## src/rtl/decode_stage_if.sv

```systemverilog
// Bundle of IF/ID inputs, write-back port and ID/EX outputs of the decode stage.
// The slave modport is the decode stage; the master modport is whoever drives it.
interface decode_stage_if #(
    parameter int ad_size = 32,
    parameter int d_size  = 32
);
    logic                if_valid;
    logic [31:0]         if_instr;
    logic [ad_size-1:0]  if_pc;
    logic                stall;
    logic                flush;
    logic                wb_en;
    logic [4:0]          wb_addr;
    logic [d_size-1:0]   wb_data;

    logic                ex_valid;
    logic [1:0]          alu_op;
    logic [3:0]          alu_opcode;
    logic [4:0]          alu_shamt;
    logic [d_size-1:0]   alu_in1;
    logic [d_size-1:0]   alu_in2;
    logic [d_size-1:0]   ex_store_data;
    logic [4:0]          ex_wr_reg;
    logic                ex_reg_write;
    logic                ex_mem_read;
    logic                ex_mem_write;
    logic                ex_branch;
    logic [ad_size-1:0]  ex_branch_target;
    logic                ex_illegal;

    modport slave (
        input  if_valid, if_instr, if_pc, stall, flush, wb_en, wb_addr, wb_data,
        output ex_valid, alu_op, alu_opcode, alu_shamt, alu_in1, alu_in2,
               ex_store_data, ex_wr_reg, ex_reg_write, ex_mem_read, ex_mem_write,
               ex_branch, ex_branch_target, ex_illegal
    );

    modport master (
        output if_valid, if_instr, if_pc, stall, flush, wb_en, wb_addr, wb_data,
        input  ex_valid, alu_op, alu_opcode, alu_shamt, alu_in1, alu_in2,
               ex_store_data, ex_wr_reg, ex_reg_write, ex_mem_read, ex_mem_write,
               ex_branch, ex_branch_target, ex_illegal
    );
endinterface

```

## src/rtl/decode_stage.sv

```systemverilog
// MIPS-subset instruction decode with 32-entry register file (write-back bypass)
// and a stallable/flushable ID/EX pipeline register.
module decode_stage #(
    parameter int ad_size = 32,
    parameter int d_size  = 32
) (
    input  logic           clk,
    input  logic           rst,
    decode_stage_if.slave  bus
);
    typedef struct packed {
        logic                valid;
        logic [1:0]          alu_op;
        logic [3:0]          alu_opcode;
        logic [4:0]          alu_shamt;
        logic [d_size-1:0]   in1;
        logic [d_size-1:0]   in2;
        logic [d_size-1:0]   store_data;
        logic [4:0]          wr_reg;
        logic                reg_write;
        logic                mem_read;
        logic                mem_write;
        logic                branch;
        logic [ad_size-1:0]  target;
        logic                illegal;
    } idex_t;

    localparam logic [5:0] OP_RTYPE = 6'h00;
    localparam logic [5:0] OP_LW    = 6'h23;
    localparam logic [5:0] OP_SW    = 6'h2B;
    localparam logic [5:0] OP_BEQ   = 6'h04;

    localparam logic [5:0] FN_ADD = 6'h20;
    localparam logic [5:0] FN_SUB = 6'h22;
    localparam logic [5:0] FN_AND = 6'h24;
    localparam logic [5:0] FN_OR  = 6'h25;
    localparam logic [5:0] FN_SLL = 6'h00;

    // A normal bubble carries the add opcode; only reset leaves alu_opcode at 0000.
    function automatic idex_t bubble(input logic illegal);
        idex_t b;
        b            = '0;
        b.alu_opcode = 4'b0010;
        b.illegal    = illegal;
        return b;
    endfunction

    logic [5:0]  op;
    logic [4:0]  rs;
    logic [4:0]  rt;
    logic [4:0]  rd;
    logic [4:0]  shamt;
    logic [5:0]  funct;
    logic [15:0] imm;

    assign op    = bus.if_instr[31:26];
    assign rs    = bus.if_instr[25:21];
    assign rt    = bus.if_instr[20:16];
    assign rd    = bus.if_instr[15:11];
    assign shamt = bus.if_instr[10:6];
    assign funct = bus.if_instr[5:0];
    assign imm   = bus.if_instr[15:0];

    logic [d_size-1:0]  sext;
    logic [ad_size-1:0] br_offset;

    assign sext      = {{(d_size-16){imm[15]}}, imm};
    assign br_offset = {{(ad_size-18){imm[15]}}, imm, 2'b00};

    // Register file: entry 0 is never written and always reads as zero.
    logic [d_size-1:0] rf_reg [32];

    generate
        for (genvar gi = 0; gi < 32; gi++) begin : g_rf
            always_ff @(posedge clk) begin
                if (!rst) begin
                    rf_reg[gi] <= '0;
                end else if (bus.wb_en && bus.wb_addr != 5'd0 && bus.wb_addr == 5'(gi)) begin
                    rf_reg[gi] <= bus.wb_data;
                end
            end
        end
    endgenerate

    // Two read ports with same-cycle write-back bypass.
    logic [4:0]        rd_idx [2];
    logic [d_size-1:0] rd_val [2];

    assign rd_idx[0] = rs;
    assign rd_idx[1] = rt;

    generate
        for (genvar gi = 0; gi < 2; gi++) begin : g_rd
            always_comb begin
                if (rd_idx[gi] == 5'd0) begin
                    rd_val[gi] = '0;
                end else if (bus.wb_en && bus.wb_addr == rd_idx[gi]) begin
                    rd_val[gi] = bus.wb_data;
                end else begin
                    rd_val[gi] = rf_reg[rd_idx[gi]];
                end
            end
        end
    endgenerate

    idex_t dec_next;

    always_comb begin
        dec_next = bubble(1'b0);
        unique case (op)
            OP_RTYPE: begin
                dec_next.valid     = 1'b1;
                dec_next.alu_op    = 2'b10;
                dec_next.in1       = rd_val[0];
                dec_next.in2       = rd_val[1];
                dec_next.wr_reg    = rd;
                dec_next.reg_write = 1'b1;
                unique case (funct)
                    FN_ADD: dec_next.alu_opcode = 4'b0010;
                    FN_SUB: dec_next.alu_opcode = 4'b0110;
                    FN_AND: dec_next.alu_opcode = 4'b0000;
                    FN_OR:  dec_next.alu_opcode = 4'b0001;
                    FN_SLL: begin
                        dec_next.alu_opcode = 4'b0111;
                        dec_next.in1        = rd_val[1];
                        dec_next.in2        = '0;
                        dec_next.alu_shamt  = shamt;
                    end
                    default: dec_next = bubble(1'b1);
                endcase
            end
            OP_LW: begin
                dec_next.valid     = 1'b1;
                dec_next.in1       = rd_val[0];
                dec_next.in2       = sext;
                dec_next.wr_reg    = rt;
                dec_next.reg_write = 1'b1;
                dec_next.mem_read  = 1'b1;
            end
            OP_SW: begin
                dec_next.valid      = 1'b1;
                dec_next.in1        = rd_val[0];
                dec_next.in2        = sext;
                dec_next.wr_reg     = rt;
                dec_next.mem_write  = 1'b1;
                dec_next.store_data = rd_val[1];
            end
            OP_BEQ: begin
                dec_next.valid      = 1'b1;
                dec_next.alu_op     = 2'b01;
                dec_next.alu_opcode = 4'b0110;
                dec_next.in1        = rd_val[0];
                dec_next.in2        = rd_val[1];
                dec_next.branch     = 1'b1;
                dec_next.target     = bus.if_pc + ad_size'(4) + br_offset;
            end
            default: dec_next = bubble(1'b1);
        endcase
        if (dec_next.wr_reg == 5'd0) begin
            dec_next.reg_write = 1'b0;
        end
    end

    // ID/EX register; a stalled entry keeps its operands as captured.
    idex_t ex_reg;

    always_ff @(posedge clk) begin
        if (!rst) begin
            ex_reg <= '0;
        end else if (bus.flush) begin
            ex_reg <= bubble(1'b0);
        end else if (!bus.stall) begin
            ex_reg <= bus.if_valid ? dec_next : bubble(1'b0);
        end
    end

    assign bus.ex_valid         = ex_reg.valid;
    assign bus.alu_op           = ex_reg.alu_op;
    assign bus.alu_opcode       = ex_reg.alu_opcode;
    assign bus.alu_shamt        = ex_reg.alu_shamt;
    assign bus.alu_in1          = ex_reg.in1;
    assign bus.alu_in2          = ex_reg.in2;
    assign bus.ex_store_data    = ex_reg.store_data;
    assign bus.ex_wr_reg        = ex_reg.wr_reg;
    assign bus.ex_reg_write     = ex_reg.reg_write;
    assign bus.ex_mem_read      = ex_reg.mem_read;
    assign bus.ex_mem_write     = ex_reg.mem_write;
    assign bus.ex_branch        = ex_reg.branch;
    assign bus.ex_branch_target = ex_reg.target;
    assign bus.ex_illegal       = ex_reg.illegal;
endmodule
```

## src/flat_wrapper.sv

```systemverilog
// flat-port wrapper written by rule: the top's interface ports become plain ports
module decode_stage_flat 
#(
    parameter int ad_size = 32,
    parameter int d_size  = 32
)
  (clk, rst, bus_if_valid, bus_if_instr, bus_if_pc, bus_stall, bus_flush, bus_wb_en, bus_wb_addr, bus_wb_data, bus_ex_valid, bus_alu_op, bus_alu_opcode, bus_alu_shamt, bus_alu_in1, bus_alu_in2, bus_ex_store_data, bus_ex_wr_reg, bus_ex_reg_write, bus_ex_mem_read, bus_ex_mem_write, bus_ex_branch, bus_ex_branch_target, bus_ex_illegal);
  decode_stage_if #(.ad_size(ad_size), .d_size(d_size)) bus_i ();
  input  logic clk;
  input  logic rst;
  input wire logic [$bits(bus_i.if_valid)-1:0] bus_if_valid;
  input wire logic [$bits(bus_i.if_instr)-1:0] bus_if_instr;
  input wire logic [$bits(bus_i.if_pc)-1:0] bus_if_pc;
  input wire logic [$bits(bus_i.stall)-1:0] bus_stall;
  input wire logic [$bits(bus_i.flush)-1:0] bus_flush;
  input wire logic [$bits(bus_i.wb_en)-1:0] bus_wb_en;
  input wire logic [$bits(bus_i.wb_addr)-1:0] bus_wb_addr;
  input wire logic [$bits(bus_i.wb_data)-1:0] bus_wb_data;
  output wire logic [$bits(bus_i.ex_valid)-1:0] bus_ex_valid;
  output wire logic [$bits(bus_i.alu_op)-1:0] bus_alu_op;
  output wire logic [$bits(bus_i.alu_opcode)-1:0] bus_alu_opcode;
  output wire logic [$bits(bus_i.alu_shamt)-1:0] bus_alu_shamt;
  output wire logic [$bits(bus_i.alu_in1)-1:0] bus_alu_in1;
  output wire logic [$bits(bus_i.alu_in2)-1:0] bus_alu_in2;
  output wire logic [$bits(bus_i.ex_store_data)-1:0] bus_ex_store_data;
  output wire logic [$bits(bus_i.ex_wr_reg)-1:0] bus_ex_wr_reg;
  output wire logic [$bits(bus_i.ex_reg_write)-1:0] bus_ex_reg_write;
  output wire logic [$bits(bus_i.ex_mem_read)-1:0] bus_ex_mem_read;
  output wire logic [$bits(bus_i.ex_mem_write)-1:0] bus_ex_mem_write;
  output wire logic [$bits(bus_i.ex_branch)-1:0] bus_ex_branch;
  output wire logic [$bits(bus_i.ex_branch_target)-1:0] bus_ex_branch_target;
  output wire logic [$bits(bus_i.ex_illegal)-1:0] bus_ex_illegal;
  assign bus_i.if_valid = bus_if_valid;
  assign bus_i.if_instr = bus_if_instr;
  assign bus_i.if_pc = bus_if_pc;
  assign bus_i.stall = bus_stall;
  assign bus_i.flush = bus_flush;
  assign bus_i.wb_en = bus_wb_en;
  assign bus_i.wb_addr = bus_wb_addr;
  assign bus_i.wb_data = bus_wb_data;
  assign bus_ex_valid = bus_i.ex_valid;
  assign bus_alu_op = bus_i.alu_op;
  assign bus_alu_opcode = bus_i.alu_opcode;
  assign bus_alu_shamt = bus_i.alu_shamt;
  assign bus_alu_in1 = bus_i.alu_in1;
  assign bus_alu_in2 = bus_i.alu_in2;
  assign bus_ex_store_data = bus_i.ex_store_data;
  assign bus_ex_wr_reg = bus_i.ex_wr_reg;
  assign bus_ex_reg_write = bus_i.ex_reg_write;
  assign bus_ex_mem_read = bus_i.ex_mem_read;
  assign bus_ex_mem_write = bus_i.ex_mem_write;
  assign bus_ex_branch = bus_i.ex_branch;
  assign bus_ex_branch_target = bus_i.ex_branch_target;
  assign bus_ex_illegal = bus_i.ex_illegal;
  decode_stage #(.ad_size(ad_size), .d_size(d_size)) u_core (.clk(clk), .rst(rst), .bus(bus_i));
endmodule
```

## config.mk

```make
export PLATFORM = sky130hd
export DESIGN_NAME = decode_stage_flat
export DESIGN_NICKNAME = d
export VERILOG_FILES = /design/src/rtl/decode_stage_if.sv /design/src/rtl/decode_stage.sv /design/src/flat_wrapper.sv
export SDC_FILE = /design/constraint.sdc
export NUM_CORES = 2
export LEC_CHECK = 0
export BUFFER_PORTS_ARGS = -buffer_cell sky130_fd_sc_hd__clkbuf_2
export CAP_MARGIN = 10
export CORE_ASPECT_RATIO = 0.5
export CORE_MARGIN = 1
export CORE_UTILIZATION = 25
export DETAILED_ROUTE_END_ITERATION = 12
export MAX_ROUTING_LAYER = met4
export PLACE_DENSITY_LB_ADDON = 0.3
export SYNTH_ARGS = -nofsm -noshare
export SYNTH_HDL_FRONTEND = slang
export SYNTH_SLANG_ARGS = --single-unit
```

## constraint.sdc

```tcl
create_clock -name clk -period 4.3 [get_ports clk]
set_clock_uncertainty 0.05 [all_clocks]
set_input_delay 0.86 -clock clk [delete_from_list [all_inputs] [get_ports clk]]
set_output_delay 0.86 -clock clk [all_outputs]
set_load 0.1 [all_outputs]
```

==> impl_results.html <==
<table>
<tr><th>Metric</th><th>Value</th></tr>
<tr><th colspan="2">Worst setup path</th></tr>
<tr><td>Chain of cells forming the critical path</td><td>clkbuf_2 -&gt; ha_1 -&gt; ha_1 -&gt; nand3_1 -&gt; o211ai_1 -&gt; a211oi_1 -&gt; buf_4 -&gt; o21ai_0 -&gt; a31oi_1 -&gt; o41ai_1 -&gt; xor2_1 -&gt; a22o_1</td></tr>
<tr><td>Largest fanout of any net on the critical path</td><td>7</td></tr>
<tr><td>Critical path launch point type</td><td>input pin</td></tr>
<tr><td>Critical setup path kind</td><td>input pin to flip-flop</td></tr>
<tr><td>Launching instance or port of the critical path</td><td>bus_if_instr[5]</td></tr>
<tr><td>Cell repeated most along the worst path</td><td>sky130_fd_sc_hd__ha_1</td></tr>
<tr><td>Critical-path cell with the highest stage delay</td><td>sky130_fd_sc_hd__o211ai_1</td></tr>
<tr><td>Family with the most delay on the worst path</td><td>compound AO/OA/AOI/OAI gates</td></tr>
<tr><td>Launching point of the worst reg2reg path</td><td>u_core.rf_reg[24][22]$_SDFFCE_PN0P_</td></tr>
<tr><td>CP Capture Type</td><td>flip-flop</td></tr>
<tr><td>Biggest cell delay along the critical path</td><td>just over 0.5 ns</td></tr>
<tr><td>Total buffers and inverters traversed by the critical path</td><td>2</td></tr>
<tr><td>Worst Path Arrival</td><td>between 4 and 5 ns</td></tr>
<tr><td>Required time of the critical path</td><td>4.91 ns</td></tr>
<tr><th colspan="2">Clock tree</th></tr>
<tr><td>CTS Buf Count</td><td>132</td></tr>
<tr><td>Clk slew on worst S/H paths</td><td>~0.060 ns</td></tr>
<tr><td>Post-cts sizing count</td><td>0</td></tr>
<tr><td>Number of buffers on the longest clock path</td><td>3</td></tr>
<tr><td>CTS tree</td><td>done</td></tr>
<tr><td>Clock tree sinks</td><td>1,173</td></tr>
<tr><td>Hold_buf cts</td><td>0</td></tr>
<tr><td>Buffers inserted by post-CTS timing repair</td><td>0</td></tr>
<tr><td>Cell chosen for the clock root</td><td>sky130_fd_sc_hd__clkbuf_16</td></tr>
<tr><td>Worst skew pair latency</td><td>approximately 0.80 ns</td></tr>
<tr><td>Htree depth</td><td>4</td></tr>
<tr><th colspan="2">Pwr</th></tr>
<tr><td>Maximum vdd ir drop</td><td>0.279 mV</td></tr>
<tr><td>Static Leak</td><td>25.1 nW</td></tr>
<tr><td>Power per standard cell area</td><td>between 300 and 400 nW/um^2</td></tr>
<tr><th colspan="2">Timing</th></tr>
<tr><td>Shortest clock period the worst path allows after layout</td><td>3.46 ns</td></tr>
<tr><td>Final hold violation count</td><td>0</td></tr>
<tr><td>Slew at the pin closest to its max-slew limit</td><td>approximately 1.2 ns</td></tr>
<tr><td>Max-slew headroom at the worst pin</td><td>between 10% and 20%</td></tr>
<tr><td>Crit path setup slack, layout</td><td>about 0.84 ns</td></tr>
<tr><td>Setup Total Neg Slack</td><td>0 ns</td></tr>
<tr><td>RSZ-0062 raised after global routing</td><td>no</td></tr>
<tr><td>Highest achievable clock rate</td><td>289 MHz</td></tr>
<tr><td>Share of the cycle needed by the critical path after routing</td><td>roughly 81%</td></tr>
<tr><td>Worst hold margin</td><td>between 0.3 and 0.4 ns</td></tr>
<tr><td>Final max-slew violation count</td><td>0</td></tr>
<tr><td>Count of final setup violators</td><td>0</td></tr>
<tr><th colspan="2">Synth</th></tr>
<tr><td>Count of yosys warnings during synthesis</td><td>0</td></tr>
<tr><td>Post-Syn Area</td><td>61,800 um^2</td></tr>
<tr><td>Post-synthesis mux area share</td><td>23.7%</td></tr>
<tr><td>Main combinational cell family by area after synthesis</td><td>multiplexers</td></tr>
<tr><td>Most common cell in the netlist</td><td>sky130_fd_sc_hd__edfxtp_1</td></tr>
<tr><td>Synth Area in Adders</td><td>1.19%</td></tr>
<tr><td>Number of flops mapped to enable cells by yosys</td><td>1,024</td></tr>
<tr><td>Flip-flop and latch count after synthesis</td><td>roughly 1,200</td></tr>
<tr><td>Area share of and/or/nand/nor cells after synthesis</td><td>between 10% and 20%</td></tr>
<tr><td>Most used flip-flop cell after synthesis</td><td>sky130_fd_sc_hd__edfxtp_1</td></tr>
<tr><td>Top area cells in the synthesized netlist</td><td>sky130_fd_sc_hd__edfxtp_1 (50%), sky130_fd_sc_hd__mux4_2 (22%), sky130_fd_sc_hd__and2_1 (9.1%)</td></tr>
<tr><td>Asr flop ratio synth</td><td>0%</td></tr>
<tr><td>Synth cell count leaders</td><td>sky130_fd_sc_hd__edfxtp_1 (1,024), sky130_fd_sc_hd__and2_1 (903), sky130_fd_sc_hd__mux4_2 (610)</td></tr>
<tr><td>Fraction of synthesized cell area taken by the top area cell type</td><td>slightly below 50%</td></tr>
<tr><td>Cell type with the highest aggregate area in the netlist</td><td>sky130_fd_sc_hd__edfxtp_1</td></tr>
<tr><td>Average cell area after synthesis</td><td>approximately 15 um^2</td></tr>
<tr><td>Compound-Gate Fraction of Synth Area</td><td>4.28%</td></tr>
<tr><td>Share of the yosys chip area belonging to registers</td><td>54.6%</td></tr>
<tr><td>Count of cell types in the netlist</td><td>58</td></tr>
<tr><td>Post-Synthesis Cells</td><td>between 4,000 and 5,000</td></tr>
<tr><td>XOR/XNOR Fraction of Synth Area</td><td>less than 1%</td></tr>
<tr><th colspan="2">Final layout</th></tr>
<tr><td>Number of flip-flops under the largest register name</td><td>1,024</td></tr>
<tr><td>Design Area, Final</td><td>~73,000 um^2</td></tr>
<tr><td>Final layout net count</td><td>between 4,000 and 5,000</td></tr>
<tr><td>Number of inserted filler cells in the final layout</td><td>between 20,000 and 25,000</td></tr>
<tr><td>Syn-to-layout area delta</td><td>18.2%</td></tr>
<tr><td>Layout cell share with drive strength beyond 1</td><td>about 30%</td></tr>
<tr><th colspan="2">GRT</th></tr>
<tr><td>Pin count of the biggest net entering global routing</td><td>69</td></tr>
<tr><td>Overall global routing resource usage</td><td>19.7%</td></tr>
<tr><td>Number of antenna violations at the first check in global routing</td><td>47</td></tr>
<tr><td>Wire length of the first global-routing pass</td><td>~330,000 um</td></tr>
<tr><td>Via count of the first global-routing pass</td><td>roughly 41,000</td></tr>
<tr><td>Total global routing overflow</td><td>0</td></tr>
<tr><th colspan="2">Outcome</th></tr>
<tr><td>Outcome</td><td>complete, no violations</td></tr>
<tr><th colspan="2">Placement</th></tr>
<tr><td>Worst-case setup slack after placement</td><td>slightly below 0.06 ns</td></tr>
<tr><td>HPWL after detailed placement</td><td>roughly 150,000 um</td></tr>
<tr><td>DP Area</td><td>68,600 um^2</td></tr>
<tr><td>Weighted congestion reported at the end of routability-driven placement</td><td>just under 0.9</td></tr>
<tr><td>Port Buffers</td><td>255</td></tr>
<tr><th colspan="2">Route</th></tr>
<tr><td>Remaining antenna violation count after routing</td><td>0</td></tr>
<tr><td>Per-cell routed wire length</td><td>between 30 and 40 um</td></tr>
<tr><td>Total number of vias</td><td>41,700</td></tr>
<tr><td>Number of remaining DRC errors</td><td>0</td></tr>
<tr><td>Met2 WL</td><td>~110,000 um</td></tr>
<tr><td>Number of DRC violations after detailed-routing iteration 0</td><td>between 6,000 and 7,000</td></tr>
<tr><td>Routed Wire Length</td><td>approximately 240,000 um</td></tr>
<tr><td>Uppermost signal routing layer after detailed routing</td><td>met4</td></tr>
<tr><td>Average vias per placed instance</td><td>~5.3</td></tr>
<tr><td>Routed metal-1 wire length</td><td>between 90,000 and 100,000 um</td></tr>
<tr><td>WL met3</td><td>22,700 um</td></tr>
<tr><td>1st-pass router iterations</td><td>7</td></tr>
<tr><th colspan="2">Run</th></tr>
<tr><td>Count of max-cap constraint violations</td><td>0</td></tr>
<tr><th colspan="2">Hold path</th></tr>
<tr><td>Worst min-delay path class</td><td>input pin to flip-flop</td></tr>
<tr><td>Launch point of the worst hold path</td><td>bus_if_pc[0]</td></tr>
<tr><th colspan="2">Die</th></tr>
<tr><td>Number of placement rows</td><td>128</td></tr>
<tr><td>Die height</td><td>354 um</td></tr>
<tr><td>Initial Util</td><td>between 20% and 30%</td></tr>
<tr><td>Count of pins on the block boundary</td><td>roughly 260</td></tr>
<tr><td>Floorplan Core Area</td><td>between 200,000 and 250,000 um^2</td></tr>
<tr><td>Die X-Extent</td><td>~710 um</td></tr>
<tr><td>Die Area</td><td>249,000 um^2</td></tr>
</table>
final timing paths:
check / cells after the start / slack, ns / endpoint
max: 12 / 0.84 / u_core.bus.ex_branch_target[30]$_SDFFE_PP0N_
min: 3 / 0.30 / u_core.bus.ex_branch_target[0]$_SDFFE_PP0N_
max reg2reg: 6 / 1.50 / u_core.bus.alu_in2[22]$_SDFFE_PP0N_
min reg2reg: 2 / 0.39 / u_core.bus.alu_in2[18]$_SDFFE_PP0N_
worst reg2reg max path, stage by stage (launching register included):
cell                       delay (ns)
sky130_fd_sc_hd__edfxtp_1        0.41
sky130_fd_sc_hd__mux4_2          0.49
sky130_fd_sc_hd__mux4_2          0.58
sky130_fd_sc_hd__o21ai_1         0.16
sky130_fd_sc_hd__o21ai_1         0.32
sky130_fd_sc_hd__o21ai_0         0.56
sky130_fd_sc_hd__nand2_1         0.09
metal layers:
| metal | track usage [%] | vias up |
|---|---|---|
| li1 | - | 16700 |
| met1 | 25.2 | 22200 |
| met2 | 31.0 | 2371 |
| met3 | 3.80 | 481 |
| met4 | 7.46 | 0 |
| met5 | - | - |
logic make-up (layout without fill, tap and decap cells):
| family | after synthesis | after routing |
|---|---|---|
| AND/OR/NAND/NOR | 1374 | 1374 |
| buffers and inverters | 471 | 775 |
| XOR/XNOR | 38 | 38 |
| other | 1 | 49 |
| adder cells (fa/ha/maj) | 58 | 58 |
| multiplexers | 703 | 703 |
| AO/OA/AOI/OAI | 394 | 394 |
| flip-flops | 1173 | 1173 |
final cells by class:
type                            count  area [um^2]  area share, %
Sequential cell                  1173        33700           46.2
Multi-Input combinational cell   2600        26700           36.5
Tap cell                         3250         4070           5.57
Timing Repair Buffer              504         3990           5.46
Clock buffer                      171         3610           4.94
Clock inverter                     70          806           1.10
Inverter                           30          113          0.154
Antenna cell                       16         40.0         0.0548
cells in the final DEF (no fill, tap or decap), types with 62 or more instances in the layout:
cell	synthesis	layout
sky130_fd_sc_hd__buf_4	16	190
sky130_fd_sc_hd__nor3_1	104	101
sky130_fd_sc_hd__mux4_2	610	610
sky130_fd_sc_hd__and2_1	903	902
sky130_fd_sc_hd__mux2i_1	93	93
sky130_fd_sc_hd__clkbuf_2	0	245
sky130_fd_sc_hd__a22oi_1	84	84
sky130_fd_sc_hd__edfxtp_1	1024	1024
sky130_fd_sc_hd__nor2_1	188	155
sky130_fd_sc_hd__dfxtp_1	149	149
sky130_fd_sc_hd__buf_12	0	62
sky130_fd_sc_hd__a21oi_1	73	73
sky130_fd_sc_hd__clkbuf_16	0	135
sky130_fd_sc_hd__nand2_1	105	105
report_power, final:
group          internal [mW]  total [mW]  switching [mW]
combinational           1.62        4.01            2.39
clock                   6.72        11.8            5.04
sequential              12.9        13.2           0.271
total                   21.3        29.0            7.70
stage by stage:
step / utilization, % / total power, mW / std cells
finish: 29.9 / 29.0 / 7814
global route: 29.9 / 29.7 / 7809
CTS: 29.9 / 29.1 / 7797
detailed placement: 28.0 / 17.4 / 7556
global placement: 28.0 / 17.3 / 7556
floorplan: - / 15.6 / 4244
Power figures use the tool's default switching activity.
